File: src/rtl/unidade_proximo_pc.sv
// Program-counter unit: owns the PC and picks the next PC from sequential fetch,
// branch, jump, jr, exception vector and eret. Redirects that arrive during a stall are held until release.
module unidade_proximo_pc #(
  parameter int                 LARGURA   = 32,
  parameter int                 END_BYTE  = 0,
  parameter logic [LARGURA-1:0] PC_RESET  = '0,
  parameter logic [31:0]        VETOR_EXC = 32'h00000080
) (
  input  logic               clk,
  input  logic               rst_n,
  input  logic               stall,
  input  logic               branch,
  input  logic               branch_ne,
  input  logic               zero,
  input  logic               jump,
  input  logic               jump_reg,
  input  logic               exc,
  input  logic               eret,
  input  logic [LARGURA-1:0] imediato,
  input  logic [25:0]        alvo_jump,
  input  logic [LARGURA-1:0] reg_alvo,
  output logic [LARGURA-1:0] pc,
  output logic [LARGURA-1:0] pc_mais,
  output logic [LARGURA-1:0] epc,
  output logic               flush,
  output logic               redir_pend
);

  localparam int                 SH    = (END_BYTE != 0) ? 2 : 0;
  localparam logic [LARGURA-1:0] INC   = LARGURA'((END_BYTE != 0) ? 4 : 1);
  localparam logic [LARGURA-1:0] VETOR = LARGURA'(VETOR_EXC);

  // Bits above the jump field come from pc_mais; the field plus SH zero bits fill the rest.
  localparam logic [LARGURA-1:0] MASCARA_ALTO =
    ~((LARGURA'(1) << (26 + SH)) - LARGURA'(1));

  logic [LARGURA-1:0] alvo_br;
  logic [LARGURA-1:0] alvo_j;
  logic [LARGURA-1:0] alvo_req;
  logic [LARGURA-1:0] alvo_pend;
  logic               taken;
  logic               redir;

  assign pc_mais = pc + INC;
  assign alvo_br = pc_mais + (imediato << SH);
  assign alvo_j  = (pc_mais & MASCARA_ALTO) | (LARGURA'(alvo_jump) << SH);
  assign taken   = branch & (zero ^ branch_ne);
  assign redir   = eret | jump_reg | jump | taken;

  always_comb begin
    alvo_req = pc_mais;
    if (eret)          alvo_req = epc;
    else if (jump_reg) alvo_req = reg_alvo;
    else if (jump)     alvo_req = alvo_j;
    else if (taken)    alvo_req = alvo_br;
  end

  always_ff @(posedge clk or negedge rst_n) begin
    if (!rst_n) begin
      pc         <= PC_RESET;
      epc        <= '0;
      flush      <= 1'b0;
      redir_pend <= 1'b0;
      alvo_pend  <= '0;
    end else if (exc) begin
      epc        <= pc;
      pc         <= VETOR;
      flush      <= 1'b1;
      redir_pend <= 1'b0;
      alvo_pend  <= '0;
    end else if (!stall) begin
      // A buffered redirect wins; the instruction issuing now is on the flushed path.
      if (redir_pend) begin
        pc         <= alvo_pend;
        flush      <= 1'b1;
        redir_pend <= 1'b0;
      end else begin
        pc    <= alvo_req;
        flush <= redir;
      end
    end else begin
      flush <= 1'b0;
      if (redir && !redir_pend) begin
        alvo_pend  <= alvo_req;
        redir_pend <= 1'b1;
      end
    end
  end

endmodule

File: config.mk
export PLATFORM = sky130hd
export DESIGN_NAME = unidade_proximo_pc
export DESIGN_NICKNAME = d
export VERILOG_FILES = /design/src/rtl/unidade_proximo_pc.sv
export SDC_FILE = /design/constraint.sdc
export NUM_CORES = 1
export LEC_CHECK = 0
export CAP_MARGIN = 25
export CORE_ASPECT_RATIO = 0.7
export CORE_UTILIZATION = 51
export CTS_BUF_LIST = sky130_fd_sc_hd__clkbuf_8
export CTS_CLUSTER_DIAMETER = 100
export CTS_CLUSTER_SIZE = 40
export DETAILED_ROUTE_END_ITERATION = 7
export HOLD_SLACK_MARGIN = 0.02
export PLACE_DENSITY = 0.9
export SLEW_MARGIN = 15
export SYNTH_ARGS = -nofsm -noshare
export SYNTH_HDL_FRONTEND = slang
export SYNTH_SLANG_ARGS = --single-unit
File: constraint.sdc
create_clock -name clk -period 4.2 [get_ports clk]
set_input_delay 0.84 -clock clk [delete_from_list [all_inputs] [get_ports clk]]
set_output_delay 0.84 -clock clk [all_outputs]
set_load 0.005 [all_outputs]
==> metrics, run 1 <==
number of synthesized register bits=98; area leader, netlist=dfrtp_1; Total GRT Usage=40.3%; cell with the most instances after synthesis=nand2_1; most instantiated cells after synthesis=nand2_1 (117), dfrtp_1 (98), o21ai_0 (75); die area=15400 µm²; Top FF cell, synth=dfrtp_1; fmax=roughly 250 MHz; Reg area=2460 µm²; clock root buffer=clkbuf_8; Ant. Diodes=0; met1 usage=59.4%; Synth area leaders=dfrtp_1 (32%), ha_1 (6.4%), nand2_1 (5.8%); async set-reset flop share out of synthesis=100%; initial antenna violation count=0; fin nets=1270; Non-Filler Instances=~1300; DRT iter0 DRCs=around 1300; core area=about 14000 µm²; syn_area_per_cell=8.43 µm²; DRC viols=0; Crit path largest cell delay=480 ps; placed insts=1307; DIE WIDTH=148 µm; area of the multi-input gates=about 5000 µm²; vias=8824; Peak VDD IR=~0.00026 V; hold_ws=a little under 500 ps; clk slew on worst S/H paths=approximately 110 ps; initial core utilization=a little over half; Min-Delay Path Depth=2; Std-Cell Rows=36; R2R depth=17; CP required=4480 ps; status=complete, no violations; number of global-route vias before repair=8128; WL final=31.4 mm; Setup CP Type=reg2reg; M3 GR Usage=16.6%; largest net degree at the start of global routing=65; Post-synth EDFFs=0; sequential area share after synthesis=32.2%; Mapped Cells=about 900; drt pass-1 iters=6; clock sinks=98; antenna-violating nets left=0; dpl hpwl=around 23 mm; Max Cap Violations=0; H-tree depth=3; Num CTS Buffers=9; Max Slew Vio Count=0; Slowest-stage cell, CP=ha_1; Port Buffers=197; Layout area overhead=37.5%; Most Crowded Layer GR=met1; pwr dens=263 nW/µm²; CP cell instances=nand4_1, buf_4, nor4_4, and2_4, buf_4, nand3_1, xnor2_1, ha_1, nand4_1, nor2_2, o21ai_0, a31oi_1, o22ai_1, xor2_1, o211a_1, or3_1, a221oi_1; worst slew pin tran=777 ps; final setup fails=0; critical path endpoint category=register; crit path launch type=register; Ports=198; CTS tree=done; clock latency on the worst-skew pair=380 ps; fin crit share=97.1%; Period minus WS final=just over 4000 ps; CP arrival=4360 ps; Synth Cell Area=7610 µm²; Avg WL per Cell=23.7 µm; LEAKAGE=4.50 nW; Slew HR=47.6%; first-pass GRT wire length=47.8 mm; Vias/cell=~6.7; Filler cells=1051; crit-path max FO=8; CTS Buffer Depth=2; Final GP Congestion=between 0.9 and 1; Worst Skew=13.8 ps; GR met2 Demand/Resource=54.2%; synth unique cells=76; final-report hold violation count=0; Hold Crit Class=reg2reg; DIE HEIGHT=104 µm; grt total ovfl=0; Syn. warnings=0; post-synth top area share=32.2%; fraction of layout cells with a size suffix above 1=14.5%; syn nets=1043
## per-stage QoR
stage / instance area (µm²) / total power, mW / setup TNS [ps] / util, % / worst slack (ps)
after global routing: 10500 / 2.85 / -92.4 / 73.5 / -53.8
after CTS: 10300 / 2.69 / -32.6 / 72.6 / -32.6
final: 10500 / 2.75 / 0 / 73.5 / 122
after detailed placement: 10100 / 2.11 / -259 / 71.1 / -142
after global placement: 10100 / 2.10 / -276 / 71.1 / -130
after floorplan: 7610 / 1.59 / 0 / - / 308
## placed cells by master (no fill, tap or decap), drive strengths merged, types with 6 or more instances in the layout
cell type      count
a21oi             57
a221oi            14
nor2              51
xnor2             33
nand2            118
clkdlybuf4s50    195
nor3              24
nand3             25
o211ai            13
a22o               6
mux2              32
o22ai             19
dfrtp             98
clkbuf            10
nor4               8
o31ai             10
a21o              15
o211a              9
ha                39
nor3b             10
xor2              20
inv               22
buf               74
and2              10
o21a               7
nand4             18
a211oi             9
a31oi             23
o21ai             76
mux2i              7
and3               8
nand2b            10
## power breakdown
| part | switching [mW] | internal, mW |
|---|---|---|
| clock network | 0.354 | 0.238 |
| registers | 0.0721 | 1.01 |
| logic | 0.574 | 0.499 |
| total | 1.00 | 1.75 |
## routing by layer
metal,vias to the layer above,part of all wire (%)
met4,0,1.8
met2,717,40
met5,-,0
met3,80,16
met1,4210,42
li1,3817,-
## critical path: cells and delay by family (launching register included)
family / cells / cell delay (ps)
buf+inv: 2 / 290
flops: 1 / 450
fa+ha+maj: 1 / 480
xor+xnor: 2 / 360
compound gates: 5 / 910
simple gates: 7 / 1480
## cell type report
cell class                      instances  area share [%]
Clock inverter                          6           0.466
Inverter                               23           0.825
Timing Repair Buffer                  269            23.9
Tap cell                              190            2.27
Clock buffer                           10            1.32
Multi-Input combinational cell        729            47.7
Sequential cell                        98            23.5
## sequential cells by signal (all words and copies together), names as in the netlist
signal / count
alvo_pend: 32
epc: 32
pc: 32
flush: 1
redir_pend: 1
## kinds of logic after synthesis
kind of cell	Yosys count	synth area share, %
and+or+nand+nor	301	19.6
AOI/OAI and AO/OA	296	25.7
DFF	98	32.2
buffers and inverters	76	3.95
xor gates and xnor gates	53	6.20
adders and majority gates	40	6.68
muxes	39	5.66
## final timing paths
check                                                from                   endpoint  slack (ps)
worst max-delay path                   pc[10]$_DFFE_PN0N_         pc[28]$_DFFE_PN0N_         120
worst min-delay path            alvo_pend[11]$_DFFE_PN0P_  alvo_pend[11]$_DFFE_PN0P_         490
worst max register to register         pc[10]$_DFFE_PN0N_         pc[28]$_DFFE_PN0N_         120
worst min register to register  alvo_pend[11]$_DFFE_PN0P_  alvo_pend[11]$_DFFE_PN0P_         490
max in group asynchronous                           rst_n          pc[5]$_DFFE_PN0N_        2850
min in group asynchronous                           rst_n        epc[31]$_DFFE_PN0P_         540
## timing repair
action	CTS	global route
cloned	0	0
gates resized for setup	5	26
pin swaps	1	4
hold buffers	0	0
setup buffers	0	2
setup endpoints to repair	5	27
(Power assumes the default switching activity.)
==> inputs of run 2 (changes only) <==
--- a/config.mk
+++ b/config.mk
@@ -5,9 +5,11 @@
 export SDC_FILE = /design/constraint.sdc
 export NUM_CORES = 1
 export LEC_CHECK = 0
+export ABC_AREA = 1
 export CAP_MARGIN = 25
 export CORE_ASPECT_RATIO = 0.7
-export CORE_UTILIZATION = 51
+export CORE_MARGIN = 1.5
+export CORE_UTILIZATION = 53
 export CTS_BUF_LIST = sky130_fd_sc_hd__clkbuf_8
 export CTS_CLUSTER_DIAMETER = 100
 export CTS_CLUSTER_SIZE = 40
==> metrics, run 2 <==
Final GP Congestion=1.04; area leader, netlist=dfrtp_1; number of global-route vias before repair=9629; Filler cells=1453; number of synthesized register bits=98; drt pass-1 iters=8; Logic pwr share=39.1%; vias=10700; dpl hpwl=between 20 and 30 mm; Worst Skew=roughly 11 ps; LEAKAGE=6.12 nW; RSZ-0062 raised after global routing=no; initial core utilization=54.5%; Total GRT Usage=39.5%; Max Slew Vio Count=0; core area=16400 µm²; fin crit share=94.3%; Max Cap Violations=0; CP cell instances=ha_1, nand2_1, nor2_1, nand2_1, nor2_2, nand2_1, and2_1, ha_1, nand2_1, nor2_1, nand2_1, nor2_1, nand2_1, nand4_1, nand3_1, nand2_1, nand2_1, nand2_1, nand2_1, nand2_1, nand2_1; clock sinks=98; Mapped Cells=1516; critical path endpoint category=register; async set-reset flop share out of synthesis=100%; post-synth top area share=a little over a quarter; switching portion of total power=39.9%; worst slew pin tran=900 ps; grt total ovfl=0; commonest non-fill, non-tap cell in the layout=nand2_1; CP arrival=4250 ps; DIE HEIGHT=112 µm; clk slew on worst S/H paths=110 ps; Ant. Diodes=0; die area=17700 µm²; clock root buffer=clkbuf_8; most frequent cells in the layout=nand2_1 (602), inv_1 (238), clkdlybuf4s50_1 (196); status=complete, no violations; Switch Pwr=1.14 mW; first-pass GRT wire length=53.0 mm; Slew HR=39.8%; syn nets=1656; setup_tns=0 ps; Period minus WS final=3960 ps; fmax=between 200 and 300 MHz; Pint=1.71 mW; Avg WL per Cell=18.0 µm; H-tree depth=3; DIE WIDTH=158 µm; Synth Cell Area=8930 µm²; pwr dens=252 nW/µm²; syn_area_per_cell=approximately 5.9 µm²; sequential area share after synthesis=~27%; largest net degree at the start of global routing=70; Synth area leaders=dfrtp_1 (27%), nand2_1 (25%), inv_1 (10%); hold_ws=508 ps; Setup CP Type=reg2reg; Place WS=363 ps; area of the multi-input gates=5350 µm²; Post-synth EDFFs=0; Num CTS Buffers=9; Ports=198; sequential power share=38.9%; fin nets=1835; most frequent CP cell=nand2_1; final setup fails=0; Reg area=between 2000 and 2500 µm²; setup ws final=240 ps; antenna-violating nets left=0; most instantiated cells after synthesis=nand2_1 (602), inv_1 (239), nor2_1 (133); Syn. warnings=0; crit-path max FO=5; CTS tree=done; initial antenna violation count=0; WL final=roughly 35 mm; largest registers=alvo_pend (32), epc (32), pc (32); Peak VDD IR=between 0.0002 and 0.00025 V; Std-Cell Rows=39; CP required=roughly 4500 ps; Slowest-stage cell, CP=dfrtp_1; DRT iter0 DRCs=1347; crit path launch type=register; Layout area overhead=26.5%; Top FF cell, synth=dfrtp_1; DRC viols=0; final-report hold violation count=0; clock share of power=22.1%; Crit path largest cell delay=450 ps; Vias/cell=5.55; Hold Crit Class=reg2reg; clock latency on the worst-skew pair=about 400 ps; Non-Filler Instances=~1900; CTS Buffer Depth=2; fraction of layout cells with a size suffix above 1=4.18%; Port Buffers=slightly below 200; synth unique cells=43; setup bufs post-CTS=0; placed insts=1909; cell with the most instances after synthesis=nand2_1
[run 2: final timing paths]
check | cells after the start | slack [ps] | to | startpoint
setup / recovery | 21 | 240 | pc[24]$_DFFE_PN0N_ | pc[1]$_DFFE_PN0N_
hold / removal | 2 | 510 | pc[2]$_DFFE_PN0N_ | alvo_pend[2]$_DFFE_PN0P_
setup reg to reg | 21 | 240 | pc[24]$_DFFE_PN0N_ | pc[1]$_DFFE_PN0N_
hold reg to reg | 2 | 510 | pc[2]$_DFFE_PN0N_ | alvo_pend[2]$_DFFE_PN0P_
max in group asynchronous | 2 | 2790 | alvo_pend[3]$_DFFE_PN0P_ | rst_n
min in group asynchronous | 1 | 550 | epc[29]$_DFFE_PN0P_ | rst_n
[run 2: logic make-up (layout without fill, tap and decap cells)]
logic type | Yosys count | after routing | synth area share, %
and+or+nand+nor | 900 | 900 | 41.6
DFF | 98 | 98 | 27.4
AOI/OAI and AO/OA | 167 | 167 | 10.4
buffers and inverters | 290 | 474 | 12.8
xor gates and xnor gates | 21 | 21 | 2.06
adders and majority gates | 40 | 40 | 5.69
[run 2: worst max-delay path: cells and delay by family (launching register included)]
| family | cells | cell delay, ps |
|---|---|---|
| flops | 1 | 450 |
| fa+ha+maj | 2 | 700 |
| simple gates | 19 | 2700 |
[run 2: area by class of cell]
cell class,count,area share (%)
timing repair buffer,216,18.7
tap,225,2.49
clock buffer,9,1.10
multi-input combinational,1128,47.4
clock inverter,7,0.620
sequential,98,21.7
inverter,242,8.04
[run 2: timing repair]
action | 4_1_cts | 5_1_grt
resized for setup | 0 | 3
setup endpoints to repair | 0 | 16
hold buffers | 0 | 0
[run 2: through the flow]
stage	utilization (%)	area [µm²]	power, mW
2_1_floorplan	-	8930	1.69
3_3_place_gp	67.7	11100	2.19
3_5_place_dp	67.7	11100	2.20
4_1_cts	68.9	11300	2.82
5_1_grt	68.9	11300	2.99
6_report	68.9	11300	2.85
[run 2: layer usage]
layer  vias up  GRT usage [%]  routed length, µm  share of wire [%]
li1       5077              -                  -                  -
met1      4795           57.3              14800                 43
met2       733           56.9              14100                 41
met3        84           9.93               4550                 13
met4         0           13.8               1200                3.5
met5         -              0                  0                  0
[run 2: power by group through the flow]
stage / Combinational [mW] / Sequential (mW) / Clock [mW]
floorplan: 0.587 / 1.10 / 0
global placement: 1.07 / 1.12 / 0
detailed placement: 1.08 / 1.12 / 0
global route: 1.22 / 1.11 / 0.662
finish: 1.11 / 1.11 / 0.628
CTS: 1.09 / 1.10 / 0.627
==> inputs of run 3 (changes only) <==
--- a/config.mk
+++ b/config.mk
@@ -14,6 +14,7 @@
 export CTS_CLUSTER_DIAMETER = 100
 export CTS_CLUSTER_SIZE = 40
 export DETAILED_ROUTE_END_ITERATION = 7
+export GPL_TIMING_DRIVEN = 0
 export HOLD_SLACK_MARGIN = 0.02
 export PLACE_DENSITY = 0.9
 export SLEW_MARGIN = 15
==> metrics, run 3 (synthesized netlist as in run 2, its figures left out) <==
antenna-violating nets left=0; Peak VDD IR=0.000187 V; failing checks=design-rule violations; dpl hpwl=29.8 mm; Hold Crit Class=in2async; Non-Filler Instances=1952; LEAKAGE=6.14 nW; largest net degree at the start of global routing=84; DIE WIDTH=158 µm; CP cell instances=ha_2, nand2_1, nor2_2, nand2_1, inv_1, nand4_1, nand2_1, inv_1, ha_1, nand2_1, nor2_2, nand2_1, nand2_1, inv_1, nand3_1, nand3_1, nand2_1, nand2_1, nand2_1, nand2_1, nand2_1, nand2_1; setup ws final=227 ps; worst slew pin tran=between 800 and 900 ps; crit-path max FO=5; status=complete, but fails checks; RSZ-0062 raised after global routing=no; Ports=198; hold_buf cts=0; Std-Cell Rows=39; DRC viols=2; Crit path largest cell delay=460 ps; Max Slew Vio Count=0; number of cells upsized or downsized after cts=0; DIE HEIGHT=112 µm; Slowest-stage cell, CP=dfrtp_1; largest registers=alvo_pend (32), epc (32), pc (32); Filler cells=1447; grt total ovfl=0; WL final=36.5 mm; Place WS=between 80 and 90 ps; Max Cap Violations=0; initial core utilization=54.5%; fmax=252 MHz; die area=17700 µm²; most frequent cells in the layout=nand2_1 (602), inv_1 (239), clkdlybuf4s50_1 (193); Worst Skew=between 15 and 20 ps; fraction of layout cells with a size suffix above 1=4.05%; initial antenna violation count=1; CP arrival=4240 ps; vias=11000; pwr dens=252 nW/µm²; clk slew on worst S/H paths=110 ps; Ant. Diodes=0; most frequent CP cell=nand2_1; Vias/cell=about 5.6; fin nets=1862; fin crit share=a little over nine tenths; number of global-route vias before repair=10100; final setup fails=0; DRT iter0 DRCs=approximately 1400; Total GRT Usage=41.4%; commonest non-fill, non-tap cell in the layout=nand2_1; setup_tns=0 ps; H-tree depth=3; Num CTS Buffers=9; Setup CP Type=reg2reg; clock latency on the worst-skew pair=380 ps; Layout area overhead=27.5%; metal3 WL=5.30 mm; placed insts=between 1500 and 2000; CP required=between 4000 and 5000 ps; met1 WL=approximately 15 mm; crit path launch type=register; final-report hold violation count=0; CTS Buffer Depth=2; first-pass GRT wire length=~55 mm; Period minus WS final=roughly 4000 ps; Slew HR=43.8%; clock root buffer=clkbuf_8; Avg WL per Cell=18.7 µm; clock sinks=98; Port Buffers=194; critical path endpoint category=register; drt pass-1 iters=8; CTS tree=done; Top Layer Used=met5; Final GP Congestion=1.01; core area=16400 µm²; DR WL met2=14.7 mm; setup bufs post-CTS=0
## run 3: cell type report
| class | instances | area [µm²] | area share [%] |
|---|---|---|---|
| repair buffers | 195 | 1970 | 17.3 |
| flip-flops and latches | 98 | 2450 | 21.5 |
| clock buffers | 10 | 138 | 1.21 |
| plain buffers | 48 | 236 | 2.08 |
| clock inverters | 6 | 56.3 | 0.494 |
| well taps | 225 | 282 | 2.47 |
| multi-input cells | 1128 | 5350 | 46.9 |
| inverters | 242 | 908 | 7.97 |
## run 3: final timing paths
path / startpoint / endpoint / slack (ps) / cells past startpoint
max: pc[1]$_DFFE_PN0N_ / pc[18]$_DFFE_PN0N_ / 230 / 22
min: rst_n / epc[28]$_DFFE_PN0P_ / 260 / 1
max reg2reg: pc[1]$_DFFE_PN0N_ / pc[18]$_DFFE_PN0N_ / 230 / 22
min reg2reg: epc[10]$_DFFE_PN0P_ / epc[10]$_DFFE_PN0P_ / 520 / 2
max in group asynchronous: rst_n / alvo_pend[2]$_DFFE_PN0P_ / 3270 / 2
min in group clk: epc[10]$_DFFE_PN0P_ / epc[10]$_DFFE_PN0P_ / 520 / 2
## run 3: power by group
group	internal [mW]	switching (mW)	leakage (nW)
registers	1.02	0.0997	1.31
clock network	0.246	0.385	0.0973
logic	0.464	0.661	4.73
## run 3: worst max-delay path, delay by kind of cell (launching register included)
family	cells	cell delay, ps
fa+ha+maj	2	670
flops	1	460
buf+inv	3	340
simple gates	17	2390
## run 3: stage by stage
| step | cell area, µm² | hold WS (ps) | power [mW] | utilization, % |
|---|---|---|---|---|
| after floorplan | 8930 | 467 | 1.69 | - |
| after global placement | 11200 | 486 | 2.19 | 68.1 |
| after detailed placement | 11200 | 494 | 2.22 | 68.2 |
| after CTS | 11400 | 266 | 2.83 | 69.4 |
| after global routing | 11400 | 266 | 3.01 | 69.5 |
| final | 11400 | 263 | 2.87 | 69.5 |
## run 3: per-layer routing
metal  up-vias  GRT usage [%]
met2       764           58.5
met4         2           10.5
met3        92           12.2
li1       5115              -
met1      5029           60.9
met5         -           2.80
